File: config.mk
export PLATFORM = sky130hd
export DESIGN_NAME = data_bus_bridge
export DESIGN_NICKNAME = d
export VERILOG_FILES = /design/src/rtl/data_bus_bridge.sv
export SDC_FILE = /design/constraint.sdc
export NUM_CORES = 1
export LEC_CHECK = 0
export CELL_PAD_IN_SITES_DETAIL_PLACEMENT = 2
export CELL_PAD_IN_SITES_GLOBAL_PLACEMENT = 2
export CORE_UTILIZATION = 27
export CTS_BUF_LIST = sky130_fd_sc_hd__clkbuf_4 sky130_fd_sc_hd__clkbuf_8
export DETAILED_ROUTE_END_ITERATION = 10
export PLACE_DENSITY_LB_ADDON = 0.05
export SKIP_CTS_REPAIR_TIMING = 1
export SLEW_MARGIN = 20
export SYNTH_ARGS = -nofsm -noshare
export SYNTH_HDL_FRONTEND = slang
export SYNTH_SLANG_ARGS = --single-unit
File: constraint.sdc
create_clock -name Clock -period 3.25 [get_ports Clock]
set_clock_uncertainty 0.05 [all_clocks]
set_input_delay 0.4875 -clock Clock [delete_from_list [all_inputs] [get_ports Clock]]
set_output_delay 0.4875 -clock Clock [all_outputs]
set_load 0.005 [all_outputs]
File: src/rtl/data_bus_bridge.sv
// data_bus_bridge: processor data port to a req/ack data memory plus LED/switch I/O.
// Optional macro DATA_BUS_WRITE_BUFFER_EN compiles in a one-entry posted write buffer.
module data_bus_bridge #(
  parameter int WORD_SIZE = 16,
  parameter int TIMEOUT   = 15,
  parameter int LED_BITS  = 10
) (
  input  logic                 Clock,
  input  logic                 Reset,
  input  logic [WORD_SIZE-1:0] DataAddr,
  input  logic [WORD_SIZE-1:0] DataOut,
  input  logic                 ReadData,
  input  logic                 WriteData,
  output logic [WORD_SIZE-1:0] DataIn,
  output logic                 DataWaitreq,
  output logic                 mem_req,
  output logic                 mem_we,
  output logic [WORD_SIZE-1:0] mem_addr,
  output logic [WORD_SIZE-1:0] mem_wdata,
  input  logic                 mem_ack,
  input  logic [WORD_SIZE-1:0] mem_rdata,
  input  logic [LED_BITS-1:0]  SW,
  output logic [LED_BITS-1:0]  LEDR,
  output logic                 bus_err
);

  localparam int                   CNT_W        = $clog2(TIMEOUT + 1);
  localparam logic [CNT_W-1:0]     CNT_LAST     = CNT_W'(TIMEOUT - 1);
  localparam logic [3:0]           LED_REGION   = 4'h1;
  localparam logic [3:0]           SW_REGION    = 4'h3;
  localparam logic [WORD_SIZE-1:0] TIMEOUT_DATA = WORD_SIZE'(16'hDEAD);

`ifdef DATA_BUS_WRITE_BUFFER_EN
  localparam logic POSTED_WRITES = 1'b1;
`else
  localparam logic POSTED_WRITES = 1'b0;
`endif

  typedef enum logic [1:0] {
    ST_IDLE = 2'd0,
    ST_REQ  = 2'd1,
    ST_DONE = 2'd2
  } state_t;

  state_t               state_r;
  state_t               state_next_s;
  logic [CNT_W-1:0]     cnt_r;
  logic                 mem_req_r;
  logic                 mem_we_r;
  logic [WORD_SIZE-1:0] mem_addr_r;
  logic [WORD_SIZE-1:0] mem_wdata_r;
  logic [WORD_SIZE-1:0] rdata_r;
  logic [LED_BITS-1:0]  led_r;
  logic                 bus_err_r;

  logic [3:0]           region_s;
  logic                 led_sel_s;
  logic                 sw_sel_s;
  logic                 mem_sel_s;
  logic                 access_s;
  logic                 is_write_s;
  logic                 mem_start_s;
  logic                 req_end_s;
  logic                 drain_s;
  logic                 waitreq_s;
  logic [WORD_SIZE-1:0] data_in_s;

  assign region_s    = DataAddr[WORD_SIZE-1 -: 4];
  assign led_sel_s   = (region_s == LED_REGION);
  assign sw_sel_s    = (region_s == SW_REGION);
  assign mem_sel_s   = !led_sel_s && !sw_sel_s;
  assign access_s    = ReadData || WriteData;
  assign is_write_s  = WriteData && !ReadData;
  assign mem_start_s = (state_r == ST_IDLE) && access_s && mem_sel_s;
  assign req_end_s   = (state_r == ST_REQ) && (mem_ack || (cnt_r == CNT_LAST));
  // With posted writes every write transaction in flight is a buffer drain.
  assign drain_s     = POSTED_WRITES && mem_we_r && (state_r != ST_IDLE);

  // FSM state register
  always_ff @(posedge Clock) begin
    if (Reset) begin
      state_r <= ST_IDLE;
    end else begin
      state_r <= state_next_s;
    end
  end

  // FSM next-state logic
  always_comb begin
    state_next_s = state_r;
    case (state_r)
      ST_IDLE: state_next_s = mem_start_s ? ST_REQ : ST_IDLE;
      ST_REQ:  state_next_s = req_end_s ? ST_DONE : ST_REQ;
      ST_DONE: state_next_s = ST_IDLE;
      default: state_next_s = ST_IDLE;
    endcase
  end

  // FSM outputs toward the processor
  always_comb begin
    waitreq_s = 1'b0;
    data_in_s = {WORD_SIZE{1'b0}};
    case (state_r)
      ST_IDLE: begin
        if (mem_start_s) begin
          waitreq_s = !(POSTED_WRITES && is_write_s);
        end else if (ReadData && sw_sel_s) begin
          data_in_s = WORD_SIZE'(SW);
        end else if (ReadData && led_sel_s) begin
          data_in_s = WORD_SIZE'(led_r);
        end else begin
          data_in_s = {WORD_SIZE{1'b0}};
        end
      end
      ST_REQ: begin
        waitreq_s = drain_s ? access_s : 1'b1;
      end
      ST_DONE: begin
        if (drain_s) begin
          waitreq_s = access_s;
        end else if (!mem_we_r) begin
          data_in_s = rdata_r;
        end else begin
          data_in_s = {WORD_SIZE{1'b0}};
        end
      end
      default: begin
        waitreq_s = 1'b0;
        data_in_s = {WORD_SIZE{1'b0}};
      end
    endcase
  end

  // Memory request, timeout counter, captured read data and sticky error
  always_ff @(posedge Clock) begin
    if (Reset) begin
      mem_req_r   <= 1'b0;
      mem_we_r    <= 1'b0;
      mem_addr_r  <= {WORD_SIZE{1'b0}};
      mem_wdata_r <= {WORD_SIZE{1'b0}};
      rdata_r     <= {WORD_SIZE{1'b0}};
      cnt_r       <= {CNT_W{1'b0}};
      bus_err_r   <= 1'b0;
    end else if (mem_start_s) begin
      mem_req_r   <= 1'b1;
      mem_we_r    <= is_write_s;
      mem_addr_r  <= DataAddr;
      mem_wdata_r <= DataOut;
      cnt_r       <= {CNT_W{1'b0}};
    end else if (state_r == ST_REQ) begin
      if (mem_ack) begin
        rdata_r   <= mem_rdata;
        mem_req_r <= 1'b0;
      end else if (cnt_r == CNT_LAST) begin
        rdata_r   <= TIMEOUT_DATA;
        bus_err_r <= 1'b1;
        mem_req_r <= 1'b0;
      end else begin
        cnt_r     <= cnt_r + {{(CNT_W-1){1'b0}}, 1'b1};
      end
    end else begin
      mem_req_r <= 1'b0;
    end
  end

  // LED register, written only by an LED-region store accepted in IDLE
  always_ff @(posedge Clock) begin
    if (Reset) begin
      led_r <= {LED_BITS{1'b0}};
    end else if ((state_r == ST_IDLE) && is_write_s && led_sel_s) begin
      led_r <= DataOut[LED_BITS-1:0];
    end else begin
      led_r <= led_r;
    end
  end

  assign DataIn      = data_in_s;
  assign DataWaitreq = waitreq_s;
  assign mem_req     = mem_req_r;
  assign mem_we      = mem_we_r;
  assign mem_addr    = mem_addr_r;
  assign mem_wdata   = mem_wdata_r;
  assign LEDR        = led_r;
  assign bus_err     = bus_err_r;

endmodule
After elaboration in Yosys (flattened, before gate mapping)

Index checks and enable logic that the tools add are counted.

Flip-flop bits (word level): 67
Bits in latches: 0
RAM bits: 0
Bits in read-only memories: 0
Output and inout port bits: 62
Memories: 0

$add $sub $neg: 1
Multiply operators: 0
Div/mod/pow operators: 0
Order comparisons: 0
Eq/ne operators: 6
Shift-type cells: 0
Multiplexer cells: 16
Bitwise gates (word level): 3
Reduce and logical (&&, ||, !) cells: 20

Operators by type and width:

| operator            | count |
|---|---|
| $mux 16             | 3 |
| $pmux 16 s2         | 1 |
| $mux 10             | 3 |
| $logic_and 1x1->1   | 9 |
| $mux 1              | 6 |
| $reduce_and 3->1    | 2 |
| $add 4x1->4 const B | 1 |
| $eq 4x1->1 const B  | 1 |
| $eq 4x2->1 const B  | 1 |
| $eq 4x4->1 const B  | 1 |
| $ne 4x3->1 const B  | 1 |
| $pmux 2 s2          | 1 |
| $reduce_and 4->1    | 1 |
| $logic_not 1->1     | 3 |
| $not 1->1           | 3 |
| $eq 2x1->1 const B  | 1 |
| $eq 2x2->1 const B  | 1 |
| $logic_not 2->1     | 1 |
| $logic_or 1x1->1    | 2 |
| $mux 2              | 1 |
| $pmux 1 s2          | 1 |
| $reduce_bool 2->1   | 1 |
| $reduce_or 2->1     | 1 |

Logic depth before layout (Yosys ltp)

Gate-level depths: netlist (run 1).

Depth in word-level cells: 6
Gate-level depth with buffers: 6

Least setup slack after synthesis (run 1)

No wires, ideal clock.

Path type: in2out
From: input port DataAddr[15]
To: output port DataWaitreq
Data arrival time: 1.348 ns
Data required time: 2.712 ns
Setup slack: 1.364 ns
Stages on the path: 5
Buffers on the path: 2
Cells stage by stage: or3b_1 buf_2 buf_2 nand3_1 nand2_1

Cells in the longest elaborated chain, start to end: 6

Ends and longest elaborated chain:

| element                                  | line   | source |
|---|---|---|
| start, declared                          | 10     | `input logic [WORD_SIZE-1:0] DataAddr,` |
| $eq 4x1->1 or $eq 4x2->1 (tied branches) | 69, 70 |  |
| $logic_not 1->1                          | 71     | `assign mem_sel_s = !led_sel_s && !sw_sel_s;` |
| $logic_and 1x1->1 *                      | 71     |  |
| $logic_and 1x1->1 *                      | 74     | `assign mem_start_s = (state_r == ST_IDLE) && access_s && mem_sel_s;` |
| $mux 1 *                                 | 105    | `if (mem_start_s) begin` |
| $pmux 1 s2 *                             | 103    | `case (state_r)` |
| end, declared                            | 15     | `output logic DataWaitreq,` |

Every way passes the cells marked *; elsewhere a longest branch is shown, timed or not.

Final worst setup path (run 1)

From: input port DataAddr[15]
To: output port DataIn[4]

Cells in the longest elaborated chain, start to end: 6

Ends and longest elaborated chain:

| element                                              | line    | source |
|---|---|---|
| $eq 4x1->1 or $eq 4x2->1 (tied branches)             | 69, 70  |  |
| $logic_and 1x1->1 or $logic_not 1->1 (tied branches) | 109, 71 |  |
| $mux 10 or $logic_and 1x1->1 (tied branches)         | 109, 71 |  |
| $mux 10 or $logic_and 1x1->1 (tied branches)         | 107, 74 |  |
| $mux 10 *                                            | 105     |  |
| $pmux 16 s2 *                                        | 103     |  |
| end, declared                                        | 14      | `output logic [WORD_SIZE-1:0] DataIn,` |

Marks and branches as above.

==> results of run 1 <==
==> sequential cells by signal, indices dropped and copies added (netlist names) <==
signal	flops
mem_addr	16
mem_wdata	16
rdata_r	16
LEDR	10
cnt_r	4
state_r	2
bus_err	1
mem_req	1
mem_we	1
==> critical path: stages <==
cell and delay (ns):
clkdlybuf4s50_1 0.49, nor3b_4 0.27, nand3_1 0.33, o21ai_0 0.29, clkdlybuf4s50_1 0.56
==> worst max-delay path by stage <==
stage                 startpoint           to  slack (ns)  cells after the start
floorplan           DataAddr[15]  DataWaitreq        1.36                      5
global placement    DataAddr[15]    DataIn[0]        0.35                      5
detailed placement  DataAddr[15]    DataIn[4]        0.27                      5
CTS                 DataAddr[15]    DataIn[4]        0.27                      5
global route        DataAddr[15]    DataIn[8]        0.16                      5
finish              DataAddr[15]    DataIn[4]        0.28                      5
==> metal layers <==
metal / vias up / part of all wire
li1: 1536 / -
met3: 12 / 0.043
met5: - / 0
met2: 70 / 0.49
met1: 1571 / 0.45
met4: 0 / 0.016
==> stage by stage <==
| stage | hold slack [ns] | util |
|---|---|---|
| 2_1_floorplan | 0.389 | - |
| 3_3_place_gp | 0.405 | 0.402 |
| 3_5_place_dp | 0.412 | 0.402 |
| 4_1_cts | 0.423 | 0.421 |
| 5_1_grt | 0.449 | 0.421 |
| 6_report | 0.421 | 0.421 |
==> logic make-up after synthesis <==
family,after synthesis
compound gates,130
simple gates,92
flops,67
buf+inv,43
mux,10
fa+ha+maj,2
==> cell usage after synthesis (all sizes together) (4+ instances only) <==
cell     n
dfxtp   67
a21oi   55
o31ai   45
nand4   39
clkbuf  24
nand2   17
o21ai   16
buf     15
o221a   11
mux2i   10
nand3    8
and2     6
nor2     5
inv      4
nor3b    4
==> final cells by class <==
class | count | area (sq um) | area share
Clock buffer | 13 | 166 | 0.0363
Clock inverter | 2 | 35.0 | 0.00765
Inverter | 4 | 15.0 | 0.00328
Multi-Input combinational cell | 234 | 1520 | 0.332
Sequential cell | 67 | 1340 | 0.293
Tap cell | 140 | 175 | 0.0383
Timing Repair Buffer | 136 | 1330 | 0.290
==> where the power goes <==
part	leakage (nW)	switching, mW	internal (mW)
Clock	0.106	0.325	0.409
Sequential	0.548	0.0328	0.874
Combinational	0.994	0.192	0.207
==> out/results.txt, run 1 <==
Skew-Pair Late Insertion Delay = 0.35 ns
Nets = 517
Final hold vios = 0
Crit Path Max Fanout = 10
Mux cell area share after synthesis = 0.0330
Crit Path Class = input pin to output port
1st-pass router iterations = 4
Worst relative slew slack = 0.520
Area fraction in and, or, nand and nor cells after synthesis = 0.176
Total CTS buffers = 9
Seq/Total Area, Yosys = 0.442
Synth Area in XOR/XNOR = 0
Die Wd = 108 microns
Routed vias/inst = 5.35
Crit end category = output port
DP Area = 4380 sq um
Clock sinks = 67
Synth Area in Compound Gates = 0.279
Design area = 4580 sq um
Asr flop ratio synth = 0
CP Data Required Time = 2.71 ns
Synthesized area per cell = 8.81 sq um
Total Wirelength = 11,500 microns
H-tree lvl count = 3
EDFF count, synth = 0
Area contributors post-synth = dfxtp_1, o31ai_1, a21oi_1
Critical Path AT = 2.43 ns
GRT Residual Overflow = 0
Post-synth net total = 409
TNS Setup = 0 ns
Top_reg_cell synth = dfxtp_1
DP Cell Count = 581
Diode count = 0
Hold Path Depth = 2
Clock period minus worst slack = 2.97 ns
Post-DP HPWL = 8050 microns
Dpl ws = 0.267 ns
Met2 Usage GRT = 0.345
Synth-to-Final Area Change = 51.1%
Clock-pin slew on the worst setup and hold paths = 0.07 ns
Gpl congestion = 0.687
P_leak = 1.65 nW
Fillers = 1,221
Die H = 108 microns
DRC = 0
GR Layer Usage met3 = 0.0512
Initial antenna violation count = 0
Outcome = completed
Avg WL per Cell = 19.3 microns
R2R depth = 3
Initial DRC count = 123
TritonCTS clock tree = done
Cells after Synth = 344
Synth Cell Area = 3030 sq um
Largest net degree at the start of global routing = 52
Starting Density = 0.278
Worst r2r src = state_r[0]
Overall power = 2.04 mW
Combinational family with the most area after synthesis = compound AO/OA/AOI/OAI gates
Register bit count reported by yosys = 67
GRT busiest layer = met2
Number of global-route vias before repair = 3,453
I/O pins = 125
Die area = 11,700 sq um
Cell taking the most area after synthesis = dfxtp_1
Share of layout cells above drive strength 1 = 0.103
Slew @ Worst Pin = 0.718 ns
CTS Root Cell = clkbuf_8
Critical Path Start Type = input pin
Area share of fa/ha/maj cells after synthesis = 0.00825
Commonest non-fill, non-tap cell in the layout = clkdlybuf4s50_1
Power per Cell Area = 445 nW/um^2
Reg-to-Reg End = rdata_r[0]
GR Layer Usage met1 = 0.254
Hold EP = mem_addr[12]
Final setup viols = 0
Non-Filler Instances = 596
Hold_sp = mem_addr[12]
Via count of the routed design = 3,189
Max-slew violation count = 0
Core area = 10,900 sq um
Top cell type's share of synthesized area = 0.442
Final setup margin = 0.282 ns
RSZ-0062 raised after global routing = false
Most frequent cells in the layout = clkdlybuf4s50_1, dfxtp_1, a21oi_1
Fmax = 0.337 GHz
Syn. warnings = 0
Post-route clock period utilization = 0.913
Hold crit path type = register to register
Clock buffer depth = 2
Routed Antenna Nets = 0
First-pass GRT wire length = 18,400 microns
Maximum vdd drop = 0.236 mV
Rows = 38
Max-cap violations = 0
R2R setup slack = 1.40 ns
Total Routing Usage GR = 0.204
Synth unique cells = 33
Port Buffers = 124
Note: power is estimated with default switching activity, not from simulation.
==> run 2, diff against run 1 <==
MAX_ROUTING_LAYER = met4   (was default)
SLEW_MARGIN = 15   (was 20)
==> out/results.txt, run 2 (synthesis gave the netlist of run 1 again) <==
Fmax = 0.337 GHz
Non-Filler Instances = 596
Hold_sp = mem_addr[12]
Total Wirelength = 11,500 microns
Maximum vdd drop = 0.236 mV
Routed vias/inst = 5.38
Worst r2r src = state_r[0]
H-tree lvl count = 3
Total Routing Usage GR = 0.210
Clock sinks = 67
Sw Pwr = 0.552 mW
Routed Antenna Nets = 0
Number of global-route vias before repair = 3,457
First-pass GRT wire length = 18,300 microns
Core area = 10,900 sq um
Max-cap violations = 0
Die area = 11,700 sq um
Diode count = 0
R2R setup slack = 1.39 ns
Nets = 517
Skew-Pair Late Insertion Delay = 0.35 ns
Synth-to-Final Area Change = 51.1%
Max-slew violation count = 0
Met2 Usage GRT = 0.346
Avg WL per Cell = 19.4 microns
Overall power = 2.04 mW
I/O pins = 125
Critical Path Start Type = input pin
Design area = 4580 sq um
Most frequent cells in the layout = clkdlybuf4s50_1, dfxtp_1, a21oi_1
CTS Root Cell = clkbuf_8
Share of layout cells above drive strength 1 = 0.103
Hold crit path type = register to register
DP Cell Count = 581
Outcome = completed
Critical Path Source = DataAddr[15]
Comb pwr share = 0.196
Sw Share = 0.271
GR Layer Usage met1 = 0.258
Commonest non-fill, non-tap cell in the layout = clkdlybuf4s50_1
Slew @ Worst Pin = 0.718 ns
Gpl congestion = 0.694
Initial DRC count = 116
CP Data Required Time = 2.71 ns
GRT Residual Overflow = 0
Final setup viols = 0
Rows = 38
Post-route clock period utilization = 0.914
Clock buffer depth = 2
Clock period minus worst slack = 2.97 ns
Critical Path AT = 2.43 ns
Crit Path Max Fanout = 10
Flop pwr share = 0.444
Power per Cell Area = 446 nW/um^2
DRC = 0
Die H = 108 microns
P_leak = 1.65 nW
Clock power frac = 0.360
Port Buffers = 124
Largest net degree at the start of global routing = 52
Die Wd = 108 microns
Worst relative slew slack = 0.520
Internal Power = 1.49 mW
RSZ-0062 raised after global routing = false
GR Layer Usage met3 = 0.0452
Clock-pin slew on the worst setup and hold paths = 0.07 ns
Starting Density = 0.278
TNS Setup = 0 ns
Post-DP HPWL = 8050 microns
Crit end category = output port
TritonCTS clock tree = done
1st-pass router iterations = 4
Crit Path Class = input pin to output port
Initial antenna violation count = 0
DP Area = 4380 sq um
Hold slack = 0.421 ns
Total CTS buffers = 9
Via count of the routed design = 3,209
Final hold vios = 0
GRT busiest layer = met2
==> run 2: routing by layer <==
metal,share of wire,routed length (microns)
met1,0.46,5340
met2,0.48,5590
met3,0.036,419
met4,0.016,186
met5,0,0
==> run 2: final timing paths <==
path | depth (start not counted) | to
max | 5 | DataIn[4]
min | 2 | mem_addr[12]
max reg2reg | 3 | rdata_r[0]
min reg2reg | 2 | mem_addr[12]
==> run 2: area by class of cell <==
cell class	instances	area (sq um)
multi-input cells	234	1520
flip-flops and latches	67	1340
clock buffers	13	166
fillers	1221	6310
repair buffers	136	1330
inverters	4	15.0
clock inverters	2	35.0
well taps	140	175
==> run 2: stage by stage <==
step	worst slack, ns	utilization
CTS	0.267	0.421
detailed placement	0.267	0.402
global route	0.162	0.421
floorplan	1.36	-
finish	0.278	0.421
global placement	0.352	0.402
==> run 2: critical path, stage by stage <==
cell,delay (ns)
clkdlybuf4s50_1,0.49
nor3b_4,0.27
nand3_1,0.33
o21ai_0,0.29
clkdlybuf4s50_1,0.56
==> run 2: power by group through the flow <==
stage,clock [mW],combinational [mW],sequential (mW)
after floorplan,0,0.179,0.919
after global routing,0.788,0.432,0.914
after CTS,0.751,0.404,0.907
final,0.735,0.399,0.906
after global placement,0,0.394,0.923
after detailed placement,0,0.401,0.925
